<file path="config.mk">
export PLATFORM = sky130hd
export DESIGN_NAME = scanner_unit_flat
export DESIGN_NICKNAME = d
export VERILOG_FILES = /design/src/rtl/scanner_pkg.sv /design/src/rtl/scanner_if.sv /design/src/rtl/scanner_serial_tx.sv /design/src/rtl/scanner_unit.sv /design/src/flat_wrapper.sv
export SDC_FILE = /design/constraint.sdc
export NUM_CORES = 1
export LEC_CHECK = 0
export CAP_MARGIN = 25
export CORE_MARGIN = 2
export CORE_UTILIZATION = 35
export CTS_CLUSTER_SIZE = 12
export DETAILED_ROUTE_END_ITERATION = 8
export GPL_TIMING_DRIVEN = 0
export SYNTH_ARGS = -nofsm -noshare
export SYNTH_HDL_FRONTEND = slang
export SYNTH_SLANG_ARGS = --single-unit
</file>
<file path="constraint.sdc">
create_clock -name clk -period 2 [get_ports clk]
set_input_delay 0.5 -clock clk [delete_from_list [all_inputs] [get_ports clk]]
set_output_delay 0.5 -clock clk [all_outputs]
set_load 0.005 [all_outputs]
</file>
<file path="src/rtl/scanner_pkg.sv">
// Shared definitions for the scanner node: state encodings, command codes and
// default sizing of the fill level and transmitted word.
package scanner_pkg;

    typedef enum logic [1:0] {
        STANDBY  = 2'b00,
        SCANNING = 2'b01,
        FULL     = 2'b10,
        TRANSFER = 2'b11
    } scan_state_t;

    localparam logic [1:0] CMD_NONE  = 2'b00;
    localparam logic [1:0] CMD_START = 2'b01;
    localparam logic [1:0] CMD_ABORT = 2'b11;

    localparam int FILL_STEP_DEF = 2;
    localparam int FILL_MAX_DEF  = 100;
    localparam int DATA_W_DEF    = 8;

    // Exact match: any X/Z bit in the command makes it read as "not this command".
    function automatic logic cmdIs(input logic [1:0] cmd, input logic [1:0] code);
        return (cmd === code);
    endfunction

endpackage

</file>
<file path="src/rtl/scanner_if.sv">
// Local control and serial-link signals of one scanner node; the master side
// drives the command and peer-ready inputs, the slave side is the node itself.
interface scanner_if;
    logic       readyForTransferIn;
    logic [1:0] localTransferInput;
    logic [1:0] ps;
    logic [7:0] outputDataBuffer;
    logic [7:0] outputBuffer;
    logic       clkOut;
    logic       dataOut;
    logic [3:0] dataBuffer;

    modport master (
        output readyForTransferIn, localTransferInput,
        input  ps, outputDataBuffer, outputBuffer, clkOut, dataOut, dataBuffer
    );

    modport slave (
        input  readyForTransferIn, localTransferInput,
        output ps, outputDataBuffer, outputBuffer, clkOut, dataOut, dataBuffer
    );
endinterface

</file>
<file path="src/rtl/scanner_serial_tx.sv">
// Bit-serial transmitter: latches a byte, then walks a 16-step half-bit counter
// presenting each bit MSB first for two clocks (strobe low, then strobe high).
module scanner_serial_tx (
    input  logic       clk,
    input  logic       rst,
    input  logic       load,
    input  logic       run,
    input  logic [7:0] wordIn,
    output logic [7:0] wordReg,
    output logic [3:0] countReg,
    output logic       clkOutReg,
    output logic       dataOutReg,
    output logic       done
);
    logic [7:0] msbFirst;
    logic [3:0] countNext;

    // Bit-reversed view so the counter's upper bits index the MSB first.
    genvar gi;
    generate
        for (gi = 0; gi < 8; gi++) begin : g_rev
            assign msbFirst[gi] = wordReg[7 - gi];
        end
    endgenerate

    assign countNext = countReg + 4'd1;
    assign done      = run && (countReg == 4'hF);

    always_ff @(posedge clk or negedge rst) begin
        if (!rst) begin
            wordReg    <= '0;
            countReg   <= '0;
            clkOutReg  <= 1'b0;
            dataOutReg <= 1'b0;
        end else if (load) begin
            wordReg    <= wordIn;
            countReg   <= '0;
            clkOutReg  <= 1'b0;
            dataOutReg <= wordIn[7];
        end else if (run) begin
            if (countReg == 4'hF) begin
                countReg   <= '0;
                clkOutReg  <= 1'b0;
                dataOutReg <= 1'b0;
            end else begin
                countReg   <= countNext;
                clkOutReg  <= countNext[0];
                dataOutReg <= msbFirst[countNext[3:1]];
            end
        end
    end
endmodule

</file>
<file path="src/rtl/scanner_unit.sv">
// Scanner node: fills its buffer level in fixed steps on a start command, waits
// for the peer in FULL, then ships the latched level byte over the serial link.
module scanner_unit
    import scanner_pkg::*;
#(
    parameter int FILL_STEP = FILL_STEP_DEF,
    parameter int FILL_MAX  = FILL_MAX_DEF,
    parameter int DATA_W    = DATA_W_DEF
) (
    input  logic     clk,
    input  logic     rst,
    scanner_if.slave bus
);
    scan_state_t       stateReg;
    logic [DATA_W-1:0] levelReg;
    logic [DATA_W-1:0] levelNext;
    logic              startCmd;
    logic              abortCmd;
    logic              peerReady;
    logic              txLoad;
    logic              txRun;
    logic              txDone;
    logic [7:0]        txWord;

    assign startCmd  = cmdIs(bus.localTransferInput, CMD_START);
    assign abortCmd  = cmdIs(bus.localTransferInput, CMD_ABORT);
    assign peerReady = (bus.readyForTransferIn === 1'b1);
    assign levelNext = levelReg + DATA_W'(FILL_STEP);
    assign txLoad    = (stateReg == FULL) && peerReady;
    assign txRun     = (stateReg == TRANSFER);

    always_ff @(posedge clk or negedge rst) begin
        if (!rst) begin
            stateReg <= STANDBY;
            levelReg <= '0;
        end else begin
            case (stateReg)
                STANDBY: begin
                    if (startCmd) stateReg <= SCANNING;
                end
                SCANNING: begin
                    if (abortCmd) begin
                        stateReg <= STANDBY;
                        levelReg <= '0;
                    end else begin
                        levelReg <= levelNext;
                        if (levelNext == DATA_W'(FILL_MAX)) stateReg <= FULL;
                    end
                end
                FULL: begin
                    if (peerReady) stateReg <= TRANSFER;
                end
                TRANSFER: begin
                    // The serial stream always runs to completion; inputs are ignored here.
                    if (txDone) begin
                        stateReg <= STANDBY;
                        levelReg <= '0;
                    end
                end
                default: stateReg <= STANDBY;
            endcase
        end
    end

    assign txWord = 8'(levelReg);

    scanner_serial_tx u_tx (
        .clk        (clk),
        .rst        (rst),
        .load       (txLoad),
        .run        (txRun),
        .wordIn     (txWord),
        .wordReg    (bus.outputDataBuffer),
        .countReg   (bus.dataBuffer),
        .clkOutReg  (bus.clkOut),
        .dataOutReg (bus.dataOut),
        .done       (txDone)
    );

    assign bus.ps           = stateReg;
    assign bus.outputBuffer = 8'(levelReg);
endmodule

</file>
<file path="src/flat_wrapper.sv">
// flat-port wrapper written by rule: the top's interface ports become plain ports
module scanner_unit_flat import scanner_pkg::*;
#(
    parameter int FILL_STEP = FILL_STEP_DEF,
    parameter int FILL_MAX  = FILL_MAX_DEF,
    parameter int DATA_W    = DATA_W_DEF
)
  (clk, rst, bus_readyForTransferIn, bus_localTransferInput, bus_ps, bus_outputDataBuffer, bus_outputBuffer, bus_clkOut, bus_dataOut, bus_dataBuffer);
  scanner_if bus_i ();
  input  logic clk;
  input  logic rst;
  input wire logic [$bits(bus_i.readyForTransferIn)-1:0] bus_readyForTransferIn;
  input wire logic [$bits(bus_i.localTransferInput)-1:0] bus_localTransferInput;
  output wire logic [$bits(bus_i.ps)-1:0] bus_ps;
  output wire logic [$bits(bus_i.outputDataBuffer)-1:0] bus_outputDataBuffer;
  output wire logic [$bits(bus_i.outputBuffer)-1:0] bus_outputBuffer;
  output wire logic [$bits(bus_i.clkOut)-1:0] bus_clkOut;
  output wire logic [$bits(bus_i.dataOut)-1:0] bus_dataOut;
  output wire logic [$bits(bus_i.dataBuffer)-1:0] bus_dataBuffer;
  assign bus_i.readyForTransferIn = bus_readyForTransferIn;
  assign bus_i.localTransferInput = bus_localTransferInput;
  assign bus_ps = bus_i.ps;
  assign bus_outputDataBuffer = bus_i.outputDataBuffer;
  assign bus_outputBuffer = bus_i.outputBuffer;
  assign bus_clkOut = bus_i.clkOut;
  assign bus_dataOut = bus_i.dataOut;
  assign bus_dataBuffer = bus_i.dataBuffer;
  scanner_unit #(.FILL_STEP(FILL_STEP), .FILL_MAX(FILL_MAX), .DATA_W(DATA_W)) u_core (.clk(clk), .rst(rst), .bus(bus_i));
endmodule
</file>
==> results of run 1 <==
## cells by family (layout without fill, tap and decap cells)
kind of cell,Yosys count,count (layout),synth area share [%]
buf+inv,9,40,3.92
other cells,1,2,0.326
xor+xnor,3,3,2.94
fa+ha+maj,2,2,2.18
simple gates,30,30,13.9
mux,11,11,11.4
flops,21,21,45.8
compound gates,34,34,19.5
## power by group through the flow
| stage | clock network [mW] | logic, mW | registers (mW) |
|---|---|---|---|
| 3_3_place_gp | 0 | 0.412 | 0.578 |
| 5_1_grt | 0.223 | 0.471 | 0.592 |
| 2_1_floorplan | 0 | 0.245 | 0.557 |
| 3_5_place_dp | 0 | 0.421 | 0.581 |
| 4_1_cts | 0.211 | 0.424 | 0.573 |
| 6_report | 0.200 | 0.424 | 0.574 |
## worst max-delay path by stage
stage,start,to,slack [ns],cells after the start
2_1_floorplan,u_core.u_tx.countReg[0],u_core.u_tx.dataOutReg,0.28,5
3_3_place_gp,bus_readyForTransferIn,u_core.u_tx.wordReg[4],0.16,3
3_5_place_dp,bus_readyForTransferIn,u_core.u_tx.wordReg[4],0.15,3
4_1_cts,u_core.bus.outputBuffer[2],bus_outputBuffer[2],0.05,1
5_1_grt,u_core.bus.outputBuffer[2],u_core.bus.ps[1],0.007,5
6_report,u_core.bus.outputBuffer[3],bus_outputBuffer[3],0.10,1
## placed cells by master (no fill, tap or decap), types with 3 or more instances in the layout
cell type / count
sky130_fd_sc_hd__mux2i_1: 3
sky130_fd_sc_hd__dfrtp_1: 20
sky130_fd_sc_hd__a21oi_1: 4
sky130_fd_sc_hd__inv_1: 4
sky130_fd_sc_hd__nand2b_1: 3
sky130_fd_sc_hd__a22o_1: 3
sky130_fd_sc_hd__clkbuf_4: 3
sky130_fd_sc_hd__mux2_2: 7
sky130_fd_sc_hd__clkbuf_1: 3
sky130_fd_sc_hd__clkdlybuf4s50_1: 26
sky130_fd_sc_hd__buf_4: 3
sky130_fd_sc_hd__nand3_1: 7
sky130_fd_sc_hd__nor2_1: 4
sky130_fd_sc_hd__o21ai_0: 12
sky130_fd_sc_hd__a21o_1: 4
sky130_fd_sc_hd__nand2_1: 7
## layer usage
layer,up-vias,part of all wire (%),track usage [%]
met5,-,0,0
li1,464,-,-
met4,0,0.74,3.73
met3,3,5.7,2.31
met1,463,46,22.0
met2,31,48,25.8
## sequential cells by signal, summed over array words and instances (netlist names)
register	count
u_core.u_tx.dataOutReg	1
u_core.u_tx.countReg	4
u_core.bus.outputBuffer	7
u_core.bus.ps	2
u_core.u_tx.wordReg	7
## area by class of cell
cell class | instances | area, um^2
sequential | 21 | 527
clock buffer | 4 | 26.3
tap | 44 | 55.1
multi-input combinational | 82 | 582
fill | 301 | 1570
inverter | 4 | 15.0
buffer | 5 | 30.0
timing repair buffer | 27 | 272
## Yosys cell counts, types with 2 or more instances
cell	n
sky130_fd_sc_hd__dfrtp_1	21
sky130_fd_sc_hd__o21ai_0	12
sky130_fd_sc_hd__mux2_2	7
sky130_fd_sc_hd__nand2_1	7
sky130_fd_sc_hd__nand3_1	7
sky130_fd_sc_hd__a21o_1	4
sky130_fd_sc_hd__a21oi_1	4
sky130_fd_sc_hd__inv_1	4
sky130_fd_sc_hd__nor2_1	4
sky130_fd_sc_hd__a22o_1	3
sky130_fd_sc_hd__buf_4	3
sky130_fd_sc_hd__mux2i_1	3
sky130_fd_sc_hd__nand2b_1	3
sky130_fd_sc_hd__a31oi_1	2
sky130_fd_sc_hd__clkbuf_1	2
sky130_fd_sc_hd__ha_1	2
sky130_fd_sc_hd__nand3b_1	2
sky130_fd_sc_hd__xor2_1	2
## through the flow
step	cells	setup slack (ns)
final	187	0.103
after global routing	187	0.00735
after CTS	186	0.0540
after detailed placement	182	0.153
after global placement	182	0.158
after floorplan	112	0.277
## timing repair
| action | 4_1_cts | 5_1_grt |
|---|---|---|
| gates resized for setup | 0 | 1 |
| buffers inserted | 0 | 0 |
| endpoints found under the setup margin | 0 | 2 |
==> summary by stage, run 1 <==
Synth
After synthesis, flip-flops and latches occupy between 40% and 50% of the total area. The number of distinct library cells after synthesis is 37. The summed instance area of the synthesized netlist is 1150 um^2. The number of flops mapped to enable cells by yosys is 0. The most frequently used flop master after synthesis is sky130_fd_sc_hd__dfrtp_1. The mean instance size in the synthesized netlist is 10.3 um^2. The top cell type by area accounts for 45.8% of the synthesized area. The leading area contributor after synthesis is sky130_fd_sc_hd__dfrtp_1. By area the synthesized netlist is led by sky130_fd_sc_hd__dfrtp_1 46%, sky130_fd_sc_hd__mux2_2 6.9%, sky130_fd_sc_hd__o21ai_0 5.2%.

The synthesized design contains 21 register bits. In the synthesized netlist, the number of instances is 111. The async set-reset flop share out of synthesis is 100%. For this run, the number of Yosys warnings is 0.

Power and ir drop
In this run the static leakage power is about 0.67 nW. The portion of total power attributed to the clock network is around 17%. Across the VDD grid, the largest voltage drop is 0.000580 V. Registers are responsible for 47.9% of the overall power. Of the total power, the share spent switching nets is 35.7%.

Power comes to 1.20 mW. The portion of total power attributed to combinational logic is 35.4%. The net load switching power is 0.427 mW. The total power per unit cell area is 795 nW/um^2. The internal power contribution is 0.771 mW.

Detailed routing
The post-route antenna net violation count is 0. For this block, the initial DRC count from the detailed router was between 40 and 50. Detailed routing inserted a total of a little under 1000 vias. The number of iterations in the first detailed-routing pass is 4. After detailed routing, the number of remaining DRC violations is 0.

The detailed-route vias per instance is 5.14. In the final routed layout, each cell accounts on average for 13.8 um. Wires add up to 2.59 mm.

Global route
The number of global-route vias before repair was 936. The first global-routing pass estimated 4.42 mm of wire. The pin count of the biggest net entering global routing is 22. The overall global routing resource usage is about 16%.

The remaining global-route overflow is 0. The number of antenna violations at the first check in global routing was 0.

Critical path
The endpoint of the worst register-to-register path is u_core.u_tx.dataOutReg. Among all stages on the critical path, the largest delay is contributed by sky130_fd_sc_hd__clkdlybuf4s50_1. The register-to-register setup slack is 0.17 ns. Data on the critical path is required at its endpoint by 1.50 ns. Walking the worst path, the cells encountered are clkdlybuf4s50_1. The startpoint identified for the worst register-to-register timing path is u_core.u_tx.countReg[0]. The type of element launching the critical path is a flop. The number of cell instances on the worst register-to-register path is 5. The category of the critical setup timing path is reg2out. The worst setup path is captured at an output pin. For this run, the slowest stage of the critical path takes 0.57 ns. The largest fanout of any net on the critical path is 9.

The cell family with the largest share of critical-path delay is buffers and inverters. Counting both buffers and inverters, the worst setup path holds a total of 1. The arrival time reported for the critical path endpoint is 1.40 ns.

Clock network
In this run the deepest clock path goes through 2 buffers. The clock transition at the registers of the reported paths is 0.11 ns. The clock latency on the worst-skew pair is 0.30 ns. The count of hold buffers inserted by post-cts repair is 0. The root buffer cell is sky130_fd_sc_hd__clkbuf_4. CTS saw 21 sinks. The TritonCTS clock tree is built.

TritonCTS created 3 clock buffers. In this run the number of H-tree levels came out at 1.

Die
The initial utilization of the core area, before any placement, comes to 37.3%. The die is 61.3 um wide. The area enclosed by the die boundary is 3760 um^2. The core region is about 3000 um^2. The height of the chip is approximately 61 um.

The floorplan row count is 20. During I/O placement, the number of pins put on the boundary was 29.

STA
The setup clock skew after layout is 0.00607 ns. The slew of the pin with the lowest slew margin is 0.535 ns. The number of hold violations in the final report is 0. The time the final worst path needs with I/O delays and setup is ~1.9 ns.

In the finished design, the share of the clock period the worst path needs comes to 94.8%. The final count of pins violating max slew is 0. Setup repair after global routing left no endpoint under its margin. Across all hold checks on the routed design, the worst slack comes to 0.521 ns. Based on the critical path, the design can be clocked at up to about 530 MHz. The total of endpoints with negative setup slack in the final report is 0. Measured against its own limit, the worst slew margin works out to 64.0%. Adding up every negative setup slack in the final design gives 0 ns.

Placement
The final weighted congestion in routability-driven placement is between 0.7 and 0.8. The post-detailed-placement half-perimeter wirelength is 1.94 mm. In this run the cell area measured after placement is ~1500 um^2.

The number of port buffers is 26.

Min path
The worst min-delay path class is in2async.

Finish
The growth of design area from synthesis to finish is 31.2%. The post-layout utilization of the core is between 40 and 50%. 0 antenna diodes ended up in the layout. The share of cells above drive strength 1 is around 14%. The final layout contains 151 nets. The final design instance area without fill is 1510 um^2.

Job
The count of max-cap constraint violations is 0.

Run status
The flow ran to the end, and the final reports show no timing, DRC or antenna violations.
(Power assumes the default switching activity.)
==> run 2, diff against run 1 <==
--- a/config.mk
+++ b/config.mk
@@ -6,11 +6,14 @@
 export NUM_CORES = 1
 export LEC_CHECK = 0
 export CAP_MARGIN = 25
+export CELL_PAD_IN_SITES_DETAIL_PLACEMENT = 0
+export CELL_PAD_IN_SITES_GLOBAL_PLACEMENT = 1
 export CORE_MARGIN = 2
 export CORE_UTILIZATION = 35
 export CTS_CLUSTER_SIZE = 12
 export DETAILED_ROUTE_END_ITERATION = 8
 export GPL_TIMING_DRIVEN = 0
+export PLACE_DENSITY_LB_ADDON = 0.1
 export SYNTH_ARGS = -nofsm -noshare
 export SYNTH_HDL_FRONTEND = slang
 export SYNTH_SLANG_ARGS = --single-unit
==> run 2 against run 1 <==
Against the previous run:
- clock skew down 0.0028 ns
- critical endpoint unchanged
- clock-buffer cell count down 1
- hold slack worse by 0.14 ns
==> summary by stage, run 2 (synthesis results as in run 1) <==
Critical path
The category of the critical setup timing path is reg2out. The required time of the critical path is 1.50 ns (about the same). Traced cell by cell, the critical path runs through clkdlybuf4s50_1. The endpoint of the worst register-to-register path is u_core.u_tx.dataOutReg. The number of cell instances on the worst register-to-register path is 5 (unchanged). The cell family with the largest share of critical-path delay is buffers and inverters.

The reg-to-reg critical path startpoint is u_core.u_tx.countReg[0]. The largest fanout of any net on the critical path is 9 (unchanged). The arrival time reported for the critical path endpoint is 1.40 ns (about the same). The slowest stage of the critical path is the sky130_fd_sc_hd__clkdlybuf4s50_1 cell.

STA classifies the critical path endpoint as an output pin. The largest stage delay on the critical path is 0.56 ns (about the same). The buffers plus inverters on the worst setup path is 1 (unchanged).

The type of element launching the critical path is a flop. The register-to-register setup slack is 0.16 ns (about the same).

STA
The total of endpoints with negative setup slack in the final report is 0 (unchanged). Setup repair after global routing left no endpoint under its margin. The final-layout setup total negative slack is 0 ns (unchanged).

The setup clock skew after layout is 0.00324 ns (-0.00283 ns). The fmax is 525 MHz (-0.40%). The final count of pins violating max slew is 0 (unchanged). The share of the clock period used by the worst path is 95.2% (+0.38 points). The slew of the pin with the lowest slew margin came to 0.558 ns (+0.0234 ns).

The time the final worst path needs with I/O delays and setup is 1.90 ns (+0.00762 ns). The number of hold violations in the final report came to 0 (unchanged). The headroom to the max-slew limit is 62.4% (-1.6 points).

Job
The count of max-cap constraint violations came to 0 (unchanged).

Detailed routing
The count of routing violations after the opening detailed-route iteration came to 41 (-13%). The via count of the routed design is 943 (-1.9%). The aggregate routed wire length is 2.55 mm (-1.2%). The routed wire length per instance is 13.7 um (-1.2%). The detailed-route vias per instance is 5.04 (-1.9%). The number of iterations in the first detailed-routing pass is 4 (unchanged). The residual DRC count is 0 (unchanged). The post-route antenna net violation count came to 0 (unchanged).

Run status
The flow ran to the end, and the final reports show no timing, DRC or antenna violations.

Clock network
The buffers inserted during post-CTS setup optimization is 0 (unchanged). The clock transition at the registers of the reported paths is 0.12 ns (about the same). The maximum clock path buffer count came to 2 (unchanged).

The root buffer cell is sky130_fd_sc_hd__clkbuf_4. The clock latency on the worst-skew pair is 0.31 ns (about the same). The total of cells resized after clock tree synthesis was 0 (unchanged). The count of H-tree levels built during CTS is 1 (unchanged).

The TritonCTS clock tree is built. The count of hold buffers inserted by post-cts repair is 0 (unchanged). The number of sinks handled by clock tree synthesis came to 21 (unchanged). The number of buffers inserted during clock tree synthesis is 3 (unchanged).

Power and ir drop
The worst voltage drop across the vdd grid is 0.000583 V (+0.67%). The leakage power is 0.677 nW (+1.4%). The total power per unit cell area came to 798 nW/um^2 (+0.34%).

Finish
The area occupied by multi-input gates is 582 um^2 (unchanged). The most common cell after layout, fill and taps aside is sky130_fd_sc_hd__clkdlybuf4s50_1. The count of placed standard cells in the final layout, fillers left out was 187 (unchanged). The antenna cell count is 0 (unchanged). The post-layout utilization of the core came to 49.5% (+0.57 points). The combined flip-flop and latch cell area came to 527 um^2 (unchanged).

The share of cells above drive strength 1 was 14.7% (+0.70 points). The library cells used most frequently in the layout, excluding fill and tap cells, are 26 x sky130_fd_sc_hd__clkdlybuf4s50_1, 20 x sky130_fd_sc_hd__dfrtp_1, 12 x sky130_fd_sc_hd__o21ai_0. The growth of design area from synthesis to finish is 32.7%. The total number of nets in the final design is 151 (unchanged). The final design instance area without fill is 1520 um^2 (+1.2%). The number of fill cells in the layout was 321 (+6.6%).

Global route
The number of global-route vias before repair is 828 (-12%). The remaining global-route overflow came to 0 (unchanged). The number of antenna violations at the first check in global routing is 0 (unchanged).

The wire length of the first global-routing pass is 3.98 mm (-9.9%). The pin count of the biggest net entering global routing is 22 (unchanged). The overall global routing resource usage came to 14.8% (-0.91 points).

Die
The height of the chip is 61.3 um (unchanged). The core outline area is 3080 um^2 (unchanged). The area enclosed by the die boundary came to 3760 um^2 (unchanged). The die width is 61.3 um (unchanged). The starting density of the core is 37.3% (unchanged). The floorplan row count is 20 (unchanged).

The top-level I/O count is 29 (unchanged).

Placement
The post-detailed-placement half-perimeter wirelength was 1.86 mm (-4.5%). The cell area after placement came to 1470 um^2 (unchanged). The final weighted congestion in routability-driven placement is 0.806 (+1.1%). The number of port buffers came to 26 (unchanged). The cell total after placement was 182 (unchanged).

Min path
The worst min-delay path class is in2async.
run 2: worst max-delay path by stage:
stage,startpoint,to,cells past startpoint
detailed placement,u_core.bus.outputBuffer[2],u_core.bus.ps[1],5
floorplan,u_core.u_tx.countReg[0],u_core.u_tx.dataOutReg,5
global route,u_core.bus.outputBuffer[3],bus_outputBuffer[3],1
finish,u_core.bus.outputBuffer[3],bus_outputBuffer[3],1
global placement,u_core.bus.outputBuffer[2],u_core.bus.ps[1],5
CTS,u_core.bus.outputBuffer[2],bus_outputBuffer[2],1
run 2: layer usage:
metal  wire, um  GRT usage (%)  share of wire, %
met5          0              0                 0
met4         36           3.73               1.4
met3        139           4.62               5.4
met2       1170           23.6                46
met1       1210           19.8                47
run 2: cell type report:
cell class	count	share of cell area [%]
buffer	5	1.97
clock buffer	3	1.48
clock inverter	1	0.328
inverter	4	0.985
multi-input combinational	82	38.2
sequential	21	34.6
tap	44	3.61
timing repair buffer	27	18.9
run 2: power breakdown:
group          switching, mW  leakage [nW]  internal, mW
Clock                  0.135        0.0177        0.0747
Sequential             0.104         0.266         0.474
Combinational          0.206         0.393         0.222
run 2: stage by stage:
step           hold WS [ns]  setup WS [ns]  power, mW
6_report              0.379         0.0958       1.22
3_5_place_dp          0.489          0.125       1.00
3_3_place_gp          0.489          0.134      0.998
2_1_floorplan         0.204          0.277      0.802
4_1_cts               0.521         0.0394       1.22
5_1_grt               0.363         0.0221       1.30
